**config.mk**
```make
export PLATFORM = sky130hd
export DESIGN_NAME = mcycle_sequencer
export DESIGN_NICKNAME = d
export VERILOG_FILES = /design/src/rtl/mcycle_sequencer.sv
export SDC_FILE = /design/constraint.sdc
export NUM_CORES = 1
export LEC_CHECK = 0
export ABC_CLOCK_PERIOD_IN_PS = 3300
export BUFFER_PORTS_ARGS = -buffer_cell sky130_fd_sc_hd__buf_2
export CORE_ASPECT_RATIO = 0.75
export CORE_MARGIN = 2
export CORE_UTILIZATION = 48
export CTS_BUF_LIST = sky130_fd_sc_hd__clkbuf_4 sky130_fd_sc_hd__clkbuf_8 sky130_fd_sc_hd__clkbuf_16
export DETAILED_ROUTE_END_ITERATION = 16
export PLACE_DENSITY_LB_ADDON = 0.2
export SYNTH_ARGS = -nofsm -noshare
export SYNTH_HDL_FRONTEND = slang
export SYNTH_SLANG_ARGS = --single-unit
```
**constraint.sdc**
```tcl
create_clock -name clk -period 3.3 [get_ports clk]
set_input_delay 0.33 -clock clk [delete_from_list [all_inputs] [get_ports clk]]
set_output_delay 0.33 -clock clk [all_outputs]
set_load 0.005 [all_outputs]
```
**src/rtl/mcycle_sequencer.sv**
```systemverilog
// Purpose: Z80 M-cycle sequencer; owns the external bus, times MRD/MWR/IORD/IOWR, delegates opcode fetch to OCF_fsm.
// Latency: accept edge to rsp_valid = 4 cycles for memory/IO (+ wait states, +1 IO auto-wait); OCF set by OCF_fsm.
// Backpressure: req_ready high only in IDLE with the bus not granted away; BUSREQ_L is honoured only between M-cycles.
//
// Ports:
//   clk, rst_L                  clock, async active-low reset
//   req_*                       decoder request (type 0=OCF 1=MRD 2=MWR 3=IORD 4=IOWR, 5-7 reserved)
//   rsp_valid, rsp_data         one-cycle completion pulse with read/opcode data (0 for writes, FF for reserved)
//   PC, OCF_start, OCF_*        opcode-fetch handshake and bus controls coming from OCF_fsm
//   data_in, WAIT_L, BUSREQ_L   external bus inputs
//   addr_out .. BUSACK_L        external bus outputs
// Build option: define IO_AUTO_WAIT_EN to insert one automatic wait state in every IO cycle.
module mcycle_sequencer #(
   parameter int ADDR_W = 16,
   parameter int DATA_W = 8
) (
   input  logic              clk,
   input  logic              rst_L,
   input  logic              req_valid,
   input  logic [2:0]        req_type,
   input  logic [ADDR_W-1:0] req_addr,
   input  logic [DATA_W-1:0] req_wdata,
   output logic              req_ready,
   output logic              rsp_valid,
   output logic [DATA_W-1:0] rsp_data,
   output logic [ADDR_W-1:0] PC,
   output logic              OCF_start,
   input  logic              OCF_done,
   input  logic [DATA_W-1:0] OCF_opcode_out,
   input  logic              OCF_M1_L,
   input  logic              OCF_MREQ_L,
   input  logic              OCF_RD_L,
   input  logic              OCF_RFSH_L,
   input  logic [ADDR_W-1:0] OCF_addr_out,
   input  logic [DATA_W-1:0] data_in,
   input  logic              WAIT_L,
   input  logic              BUSREQ_L,
   output logic [ADDR_W-1:0] addr_out,
   output logic [DATA_W-1:0] data_out,
   output logic              data_oe,
   output logic              addr_oe,
   output logic              M1_L,
   output logic              MREQ_L,
   output logic              IORQ_L,
   output logic              RD_L,
   output logic              WR_L,
   output logic              RFSH_L,
   output logic              BUSACK_L
);

`ifdef IO_AUTO_WAIT_EN
   localparam bit IoAutoWait = 1'b1;
`else
   localparam bit IoAutoWait = 1'b0;
`endif

   localparam logic [2:0] TY_OCF  = 3'd0;
   localparam logic [2:0] TY_MRD  = 3'd1;
   localparam logic [2:0] TY_MWR  = 3'd2;
   localparam logic [2:0] TY_IORD = 3'd3;
   localparam logic [2:0] TY_IOWR = 3'd4;

   typedef enum logic [2:0] {
      S_IDLE, S_OCF, S_T1, S_T2, S_TW, S_T3, S_BUSGNT
   } state_e;

   state_e            state_q, state_d;
   logic              busreq_q;
   logic [2:0]        type_q, type_d;
   logic [ADDR_W-1:0] addr_q, addr_d;
   logic [DATA_W-1:0] wdata_q, wdata_d;
   logic              rsp_valid_q, rsp_valid_d;
   logic [DATA_W-1:0] rsp_data_q, rsp_data_d;
   logic              ocf_first_q, ocf_first_d;

   logic accept;
   logic type_is_io;
   logic type_is_rd;
   logic in_t;    // T1..T3 including wait states
   logic late_t;  // T2..T3 including wait states

   assign req_ready  = (state_q == S_IDLE) && busreq_q && rst_L;
   assign accept     = req_valid && req_ready;
   assign type_is_io = (type_q == TY_IORD) || (type_q == TY_IOWR);
   assign type_is_rd = (type_q == TY_MRD) || (type_q == TY_IORD);
   assign in_t       = (state_q == S_T1) || late_t;
   assign late_t     = (state_q == S_T2) || (state_q == S_TW) || (state_q == S_T3);
   assign rsp_valid  = rsp_valid_q;
   assign rsp_data   = rsp_data_q;

   always_ff @(posedge clk or negedge rst_L) begin
      if (!rst_L) begin
         state_q     <= S_IDLE;
         busreq_q    <= 1'b1;
         type_q      <= TY_OCF;
         addr_q      <= '0;
         wdata_q     <= '0;
         rsp_valid_q <= 1'b0;
         rsp_data_q  <= '0;
         ocf_first_q <= 1'b0;
      end else begin
         state_q     <= state_d;
         busreq_q    <= BUSREQ_L;
         type_q      <= type_d;
         addr_q      <= addr_d;
         wdata_q     <= wdata_d;
         rsp_valid_q <= rsp_valid_d;
         rsp_data_q  <= rsp_data_d;
         ocf_first_q <= ocf_first_d;
      end
   end

   // Next-state and completion logic.
   always_comb begin
      state_d     = state_q;
      type_d      = type_q;
      addr_d      = addr_q;
      wdata_d     = wdata_q;
      rsp_valid_d = 1'b0;
      rsp_data_d  = rsp_data_q;
      ocf_first_d = 1'b0;
      case (state_q)
         S_IDLE: begin
            // A pending bus request wins over a new decoder request.
            if (!busreq_q) begin
               state_d = S_BUSGNT;
            end else if (accept) begin
               type_d  = req_type;
               addr_d  = req_addr;
               wdata_d = req_wdata;
               case (req_type)
                  TY_OCF: begin
                     state_d     = S_OCF;
                     ocf_first_d = 1'b1;
                  end
                  TY_MRD, TY_MWR, TY_IORD, TY_IOWR: state_d = S_T1;
                  default: begin
                     // Reserved types complete at once with an all-ones response.
                     rsp_valid_d = 1'b1;
                     rsp_data_d  = {DATA_W{1'b1}};
                  end
               endcase
            end
         end
         S_OCF: begin
            if (OCF_done) begin
               state_d     = S_IDLE;
               rsp_valid_d = 1'b1;
               rsp_data_d  = OCF_opcode_out;
            end
         end
         S_T1: state_d = S_T2;
         S_T2: state_d = (!WAIT_L || (IoAutoWait && type_is_io)) ? S_TW : S_T3;
         S_TW: state_d = !WAIT_L ? S_TW : S_T3;
         S_T3: begin
            state_d     = S_IDLE;
            rsp_valid_d = 1'b1;
            rsp_data_d  = type_is_rd ? data_in : '0;
         end
         S_BUSGNT: if (busreq_q) state_d = S_IDLE;
         default: state_d = S_IDLE;
      endcase
   end

   // Bus outputs decoded from the current state and latched cycle type.
   always_comb begin
      M1_L      = 1'b1;
      MREQ_L    = 1'b1;
      IORQ_L    = 1'b1;
      RD_L      = 1'b1;
      WR_L      = 1'b1;
      RFSH_L    = 1'b1;
      BUSACK_L  = 1'b1;
      addr_out  = '0;
      data_out  = '0;
      data_oe   = 1'b0;
      addr_oe   = 1'b1;
      PC        = '0;
      OCF_start = 1'b0;
      if (state_q == S_OCF) begin
         OCF_start = ocf_first_q;
         PC        = addr_q;
         M1_L      = OCF_M1_L;
         MREQ_L    = OCF_MREQ_L;
         RD_L      = OCF_RD_L;
         RFSH_L    = OCF_RFSH_L;
         addr_out  = OCF_addr_out;
      end else if (state_q == S_BUSGNT) begin
         BUSACK_L = 1'b0;
         addr_oe  = 1'b0;
      end else if (in_t) begin
         addr_out = addr_q;
         case (type_q)
            TY_MRD: begin
               MREQ_L = 1'b0;
               RD_L   = 1'b0;
            end
            TY_MWR: begin
               MREQ_L   = 1'b0;
               WR_L     = !late_t;
               data_oe  = 1'b1;
               data_out = wdata_q;
            end
            TY_IORD: begin
               IORQ_L = !late_t;
               RD_L   = !late_t;
            end
            TY_IOWR: begin
               IORQ_L   = !late_t;
               WR_L     = !late_t;
               data_oe  = 1'b1;
               data_out = wdata_q;
            end
            default: ;
         endcase
      end
   end

endmodule

```
==> results of run 1 <==
synthesized netlist by cell type, types with 2 or more instances:
cell type	count	share of area
nand2_1	4	0.0066
a22o_1	17	0.066
nor2b_1	2	0.0055
dfrtp_1	40	0.44
nand2b_1	3	0.0083
o32a_1	2	0.0088
or3_1	2	0.0055
or3b_2	2	0.0077
a2bb2oi_1	8	0.031
and2_1	26	0.072
o21ai_0	2	0.0044
or2_2	2	0.0055
inv_1	3	0.0050
xnor2_1	3	0.012
nor2_1	4	0.0066
clkbuf_1	8	0.013
nand3b_1	8	0.026
buf_4	3	0.0099
buf_2	3	0.0066
mux2_2	35	0.17
stage by stage:
stage | hold slack [ps] | area, µm² | total power (W) | util
detailed placement | 437 | 2930 | 0.00217 | 0.648
global placement | 439 | 2930 | 0.00213 | 0.648
CTS | 114 | 3010 | 0.00250 | 0.667
finish | 107 | 3010 | 0.00247 | 0.667
global route | 99.2 | 3010 | 0.00268 | 0.667
floorplan | 34.4 | 2270 | 0.00172 | -
cell usage in the layout, fill, tap and decap left out, drive strengths merged, types with 2 or more instances in the layout:
master,n
and2,26
nand2b,3
nand3b,8
or3b,2
nor2,5
o32a,2
mux2,35
or2,2
nor2b,2
a2bb2oi,8
o21ai,2
dfrtp,40
inv,3
clkinv,2
clkbuf,5
buf,131
or3,2
nand2,4
xnor2,3
a22o,17
sequential cells by signal, indices dropped and copies added, names as in the netlist:
name / cells
addr_q: 16
state_q: 3
busreq_q: 1
rsp_data: 8
wdata_q: 8
type_q: 3
ocf_first_q: 1
rsp_valid: 1
power breakdown:
part	total, W	internal [W]	leakage (nW)	switching [W]
registers	0.000932	0.000711	0.482	0.000221
clock network	0.000324	0.000146	0.0439	0.000178
logic	0.00122	0.000700	0.960	0.000517
cells by family after synthesis:
group | Yosys count | synth area share
xor+xnor | 4 | 0.0154
mux | 35 | 0.173
flops | 41 | 0.452
compound gates | 36 | 0.142
simple gates | 62 | 0.173
buf+inv | 18 | 0.0396
fa+ha+maj | 1 | 0.00441
per-layer routing:
metal	global-route usage	vias to the layer above
li1	-	958
met1	0.268	920
met2	0.330	71
met3	0.0865	4
met4	0.0585	0
met5	0	-
final cells by class:
class	count	area share
clock buffer	5	0.0228
tap	57	0.0237
clock inverter	3	0.00581
timing repair buffer	131	0.220
multi-input combinational	138	0.383
sequential	41	0.341
inverter	3	0.00374
final timing paths:
path | end | slack, ps | cells after the start
min in group clk | busreq_q | 120 | 1
max in group asynchronous | wdata_q[1] | 2820 | 2
worst max register to register | rsp_data[0] | 1150 | 3
worst max-delay path | addr_out[6] | 790 | 3
worst min-delay path | state_q[0] | 110 | 2
worst min register to register | wdata_q[3] | 500 | 1
==> flow_summary.json, run 1 <==
{
  "status": "completed",
  "cts_sinks": 41,
  "synth_cells": 197,
  "clk_latency_ps": 290,
  "route.detailed.drc": 0,
  "skew_ps": 9.38,
  "seq_area_frac_synth": 0.452,
  "routed_wl_um": 5520,
  "crit_path_end_kind": "output pin",
  "wl_met3_um": 431,
  "grt_setup_unrepaired": "false",
  "synth_fp_nets": 266,
  "maxSlewHeadroom": 0.240,
  "grt_max_degree": 45,
  "post_cts_resize_count": 0,
  "worst_slew_pin_slew_ps": 1140,
  "wl_per_cell_um": 14.6,
  "synth-main-ff-cell": "dfrtp_1",
  "ys_ff_latch": 41,
  "cts_max_level": 2,
  "clk_pin_slew_ps": 90,
  "fillers": 370,
  "tns_ps": 0,
  "setup_violations": 0,
  "cp-start-kind": "flip-flop",
  "hp-class": "in -> async",
  "synth_warnings": 0,
  "crit_slowest_cell": "xor2_1",
  "start_util": 0.503,
  "cp_data_arrival_time_ps": 2180,
  "final_cells": 378,
  "max_freq_ghz": 0.398,
  "total_leakage_power_nw": 1.49,
  "syn_area_per_cell_um2": 11.5,
  "nets": 389,
  "synth_area_um2": 2270,
  "async_flop_share": 1.00,
  "die_h_um": 63.6,
  "maxCapViolCount": 0,
  "core_um2": 4520,
  "path_max_fanout": 16,
  "grt_pass1_wl_um": 8910,
  "top_layer": "met4",
  "timing.final.ws_setup_ps": 786,
  "postCtsHoldBufs": 0,
  "die_width_um": 83.4,
  "max_stage_delay_ps": 920,
  "rr_startpoint": "state_q[2]",
  "drtIter0Drc": 94,
  "antenna_found_initial": 0,
  "place_ws_ps": 1110,
  "startpoint": "state_q[1]",
  "netlist-cell-type-count": 40,
  "vias": 1953,
  "drt_first_pass_iters": 4,
  "cts_tree": "done",
  "vias_per_cell": 5.17,
  "num_antenna_cells": 0,
  "grt_overflow": 0,
  "met1_length_um": 2540,
  "period_share": 0.762,
  "ir_worst_vdd_v": 0.000471,
  "gr-usage-all-layers": 0.209,
  "dr_wl_met2_um": 2510,
  "place_congestion": 0.797,
  "post_cts_buffers": 0,
  "critical_path_class": "reg -> out",
  "portBuffers": 128,
  "clockRootBuffer": "clkbuf_8",
  "multi_input_area_um2": 1150,
  "io-pin-count": 129,
  "synth_edf_count": 0,
  "antenna_left": 0,
  "cts.path.max_buffers": 2,
  "power_density_nw_per_um2": 821,
  "maxSlewViolCount": 0,
  "grt_pass1_vias": 1900,
  "path_buf_inv": 1,
  "dpl.cell_count": 370,
  "cp_cell_sequence": "xor2_1, a22o_1, buf_2",
  "die-area_um2": 5310,
  "crit_required_ps": 2970,
  "cp_top_family": "XOR/XNOR gates",
  "syn2layout_area_growth_pct": 32.7,
  "min_period_ps": 2510,
  "drive_above_1_share": 0.567,
  "cts_made_buffers": 5,
  "row_count": 21,
  "seq_area_um2": 1030,
  "hpwlAfterDp_um": 4170,
  "hold_viol": 0
}
(Power assumes the default switching activity.)
==> run 2: changes to the inputs <==
ABC_CLOCK_PERIOD_IN_PS = 2500   (was 3300)
CORE_UTILIZATION = 44   (was 48)
clock period = 2.5 ns   (was 3.3 ns; I/O delays follow)
==> run 2 against run 1 <==
Flip-flop and latch count unchanged. Worst setup slack got worse by 510 ps. Total power is 34% higher. Critical path depth unchanged. Utilization fell by 4.9 points. Highest routed layer unchanged. Largest power group unchanged. Critical path type is now reg -> reg. Largest cell class unchanged. Clock power grew 39%. Wire length is 4.6% higher.
==> flow_summary.json, run 2 (synthesis results as in run 1) <==
{
  "gr-usage-all-layers": 0.201,
  "fillers": 434,
  "post_cts_buffers": 0,
  "grt_pass1_wl_um": 8950,
  "critical_path_class": "reg -> reg",
  "die_width_um": 87.0,
  "period_share": 0.889,
  "power_density_nw_per_um2": 1090,
  "route.detailed.drc": 0,
  "routed_wl_um": 5770,
  "path_max_fanout": 13,
  "cts_tree": "done",
  "skew_ps": 7.07,
  "place_congestion": 0.789,
  "final_common_cell": "buf_2",
  "reg2reg_depth": 3,
  "tns_ps": 0,
  "vias": 1980,
  "cts.path.max_buffers": 2,
  "maxSlewHeadroom": 0.535,
  "clk_pin_slew_ps": 80,
  "cp_data_arrival_time_ps": 2400,
  "whs_path_depth": 1,
  "multi_input_area_um2": 1160,
  "top_register": "addr_q",
  "status": "completed",
  "core_um2": 4930,
  "hpwlAfterDp_um": 4400,
  "hold_viol": 0,
  "grt_setup_unrepaired": "false",
  "r2r_setup_slack_ps": 280,
  "die_h_um": 66.2,
  "cts_max_level": 2,
  "seq_area_um2": 1030,
  "crit_required_ps": 2670,
  "die-area_um2": 5760,
  "io-pin-count": 129,
  "worst_slew_pin_slew_ps": 697,
  "nets": 390,
  "utilization": 0.618,
  "cp-start-kind": "flip-flop",
  "drtIter0Drc": 96,
  "max_freq_ghz": 0.450,
  "drt_first_pass_iters": 4,
  "portBuffers": 128,
  "min_period_ps": 2220,
  "layout_common_cells": "buf_2, dfrtp_1, mux2_2",
  "clk_latency_ps": 290,
  "timing.final.ws_setup_ps": 277,
  "largest_reg_flops": 16,
  "drive_above_1_share": 0.571,
  "total_leakage_power_nw": 1.50,
  "hp-class": "in -> reg",
  "maxCapViolCount": 0,
  "grt_max_degree": 34,
  "grt_pass1_vias": 1904,
  "maxSlewViolCount": 0,
  "cts_made_buffers": 5,
  "syn2layout_area_growth_pct": 34.1,
  "wl_per_cell_um": 15.1,
  "antenna_found_initial": 0,
  "antenna_left": 0,
  "grt_overflow": 0,
  "crit_path_end_kind": "flip-flop",
  "clockRootBuffer": "clkbuf_8",
  "num_antenna_cells": 0,
  "place_ws_ps": 315,
  "vias_per_cell": 5.18,
  "cts_sinks": 41,
  "setup_violations": 0,
  "hold_ws_ps": 64.1,
  "ir_worst_vdd_v": 0.000433,
  "start_util": 0.461,
  "row_count": 22
}
## run 2: cell count changes in the layout (fill, tap and decap cells not counted)
| cell | delta |
|---|---|
| clkbuf_8 | +1 |
| clkinvlp_4 | -1 |
| clkinv_2 | -1 |
| clkinv_4 | +1 |
| and3_1 | -1 |
| and3_2 | +1 |
| dlygate4sd3_1 | +1 |
| xor2_2 | +1 |
| xor2_1 | -1 |
## run 2: cell type report
class                           instances  area share
Inverter                                3     0.00370
Tap cell                               60      0.0246
Sequential cell                        41       0.337
Multi-Input combinational cell        138       0.382
Clock buffer                            6      0.0271
Clock inverter                          2     0.00452
Timing Repair Buffer                  132       0.221
## run 2: timing repair
item	in CTS	in global routing
hold buffers	1	0
endpoints found under the hold margin	7	0
setup endpoints to repair	0	33
resized for setup	0	2
## run 2: worst max-delay path: stages (launching register included)
cell and delay [ps]:
dfrtp_1 550, or4b_4 630, o32ai_4 520, mux2_2 410
## run 2: worst paths after layout
| kind | start | end |
|---|---|---|
| min in group asynchronous | rst_L | rsp_data[0] |
| max in group asynchronous | rst_L | rsp_data[1] |
| hold reg to reg | wdata_q[1] | wdata_q[1] |
| setup reg to reg | state_q[2] | rsp_data[0] |
| hold / removal | BUSREQ_L | busreq_q |
| setup / recovery | state_q[2] | rsp_data[0] |
## run 2: routing by layer
layer,vias to the layer above,track usage,share of wire
met5,-,0,0
met4,0,0.0566,0.0075
met3,5,0.0599,0.062
met2,66,0.331,0.48
met1,950,0.256,0.45
li1,959,-,-
## run 2: power by group
part	switching, W	total, W	internal [W]	leakage (nW)
logic	0.000695	0.00162	0.000929	0.964
registers	0.000299	0.00124	0.000939	0.482
clock network	0.000226	0.000450	0.000224	0.0512
## run 2: per-stage QoR
| stage | total power [W] | cell area [µm²] | cells |
|---|---|---|---|
| global placement | 0.00283 | 2930 | 373 |
| detailed placement | 0.00288 | 2930 | 373 |
| global route | 0.00359 | 3050 | 382 |
| CTS | 0.00334 | 3040 | 382 |
| finish | 0.00331 | 3050 | 382 |
| floorplan | 0.00227 | 2270 | 197 |
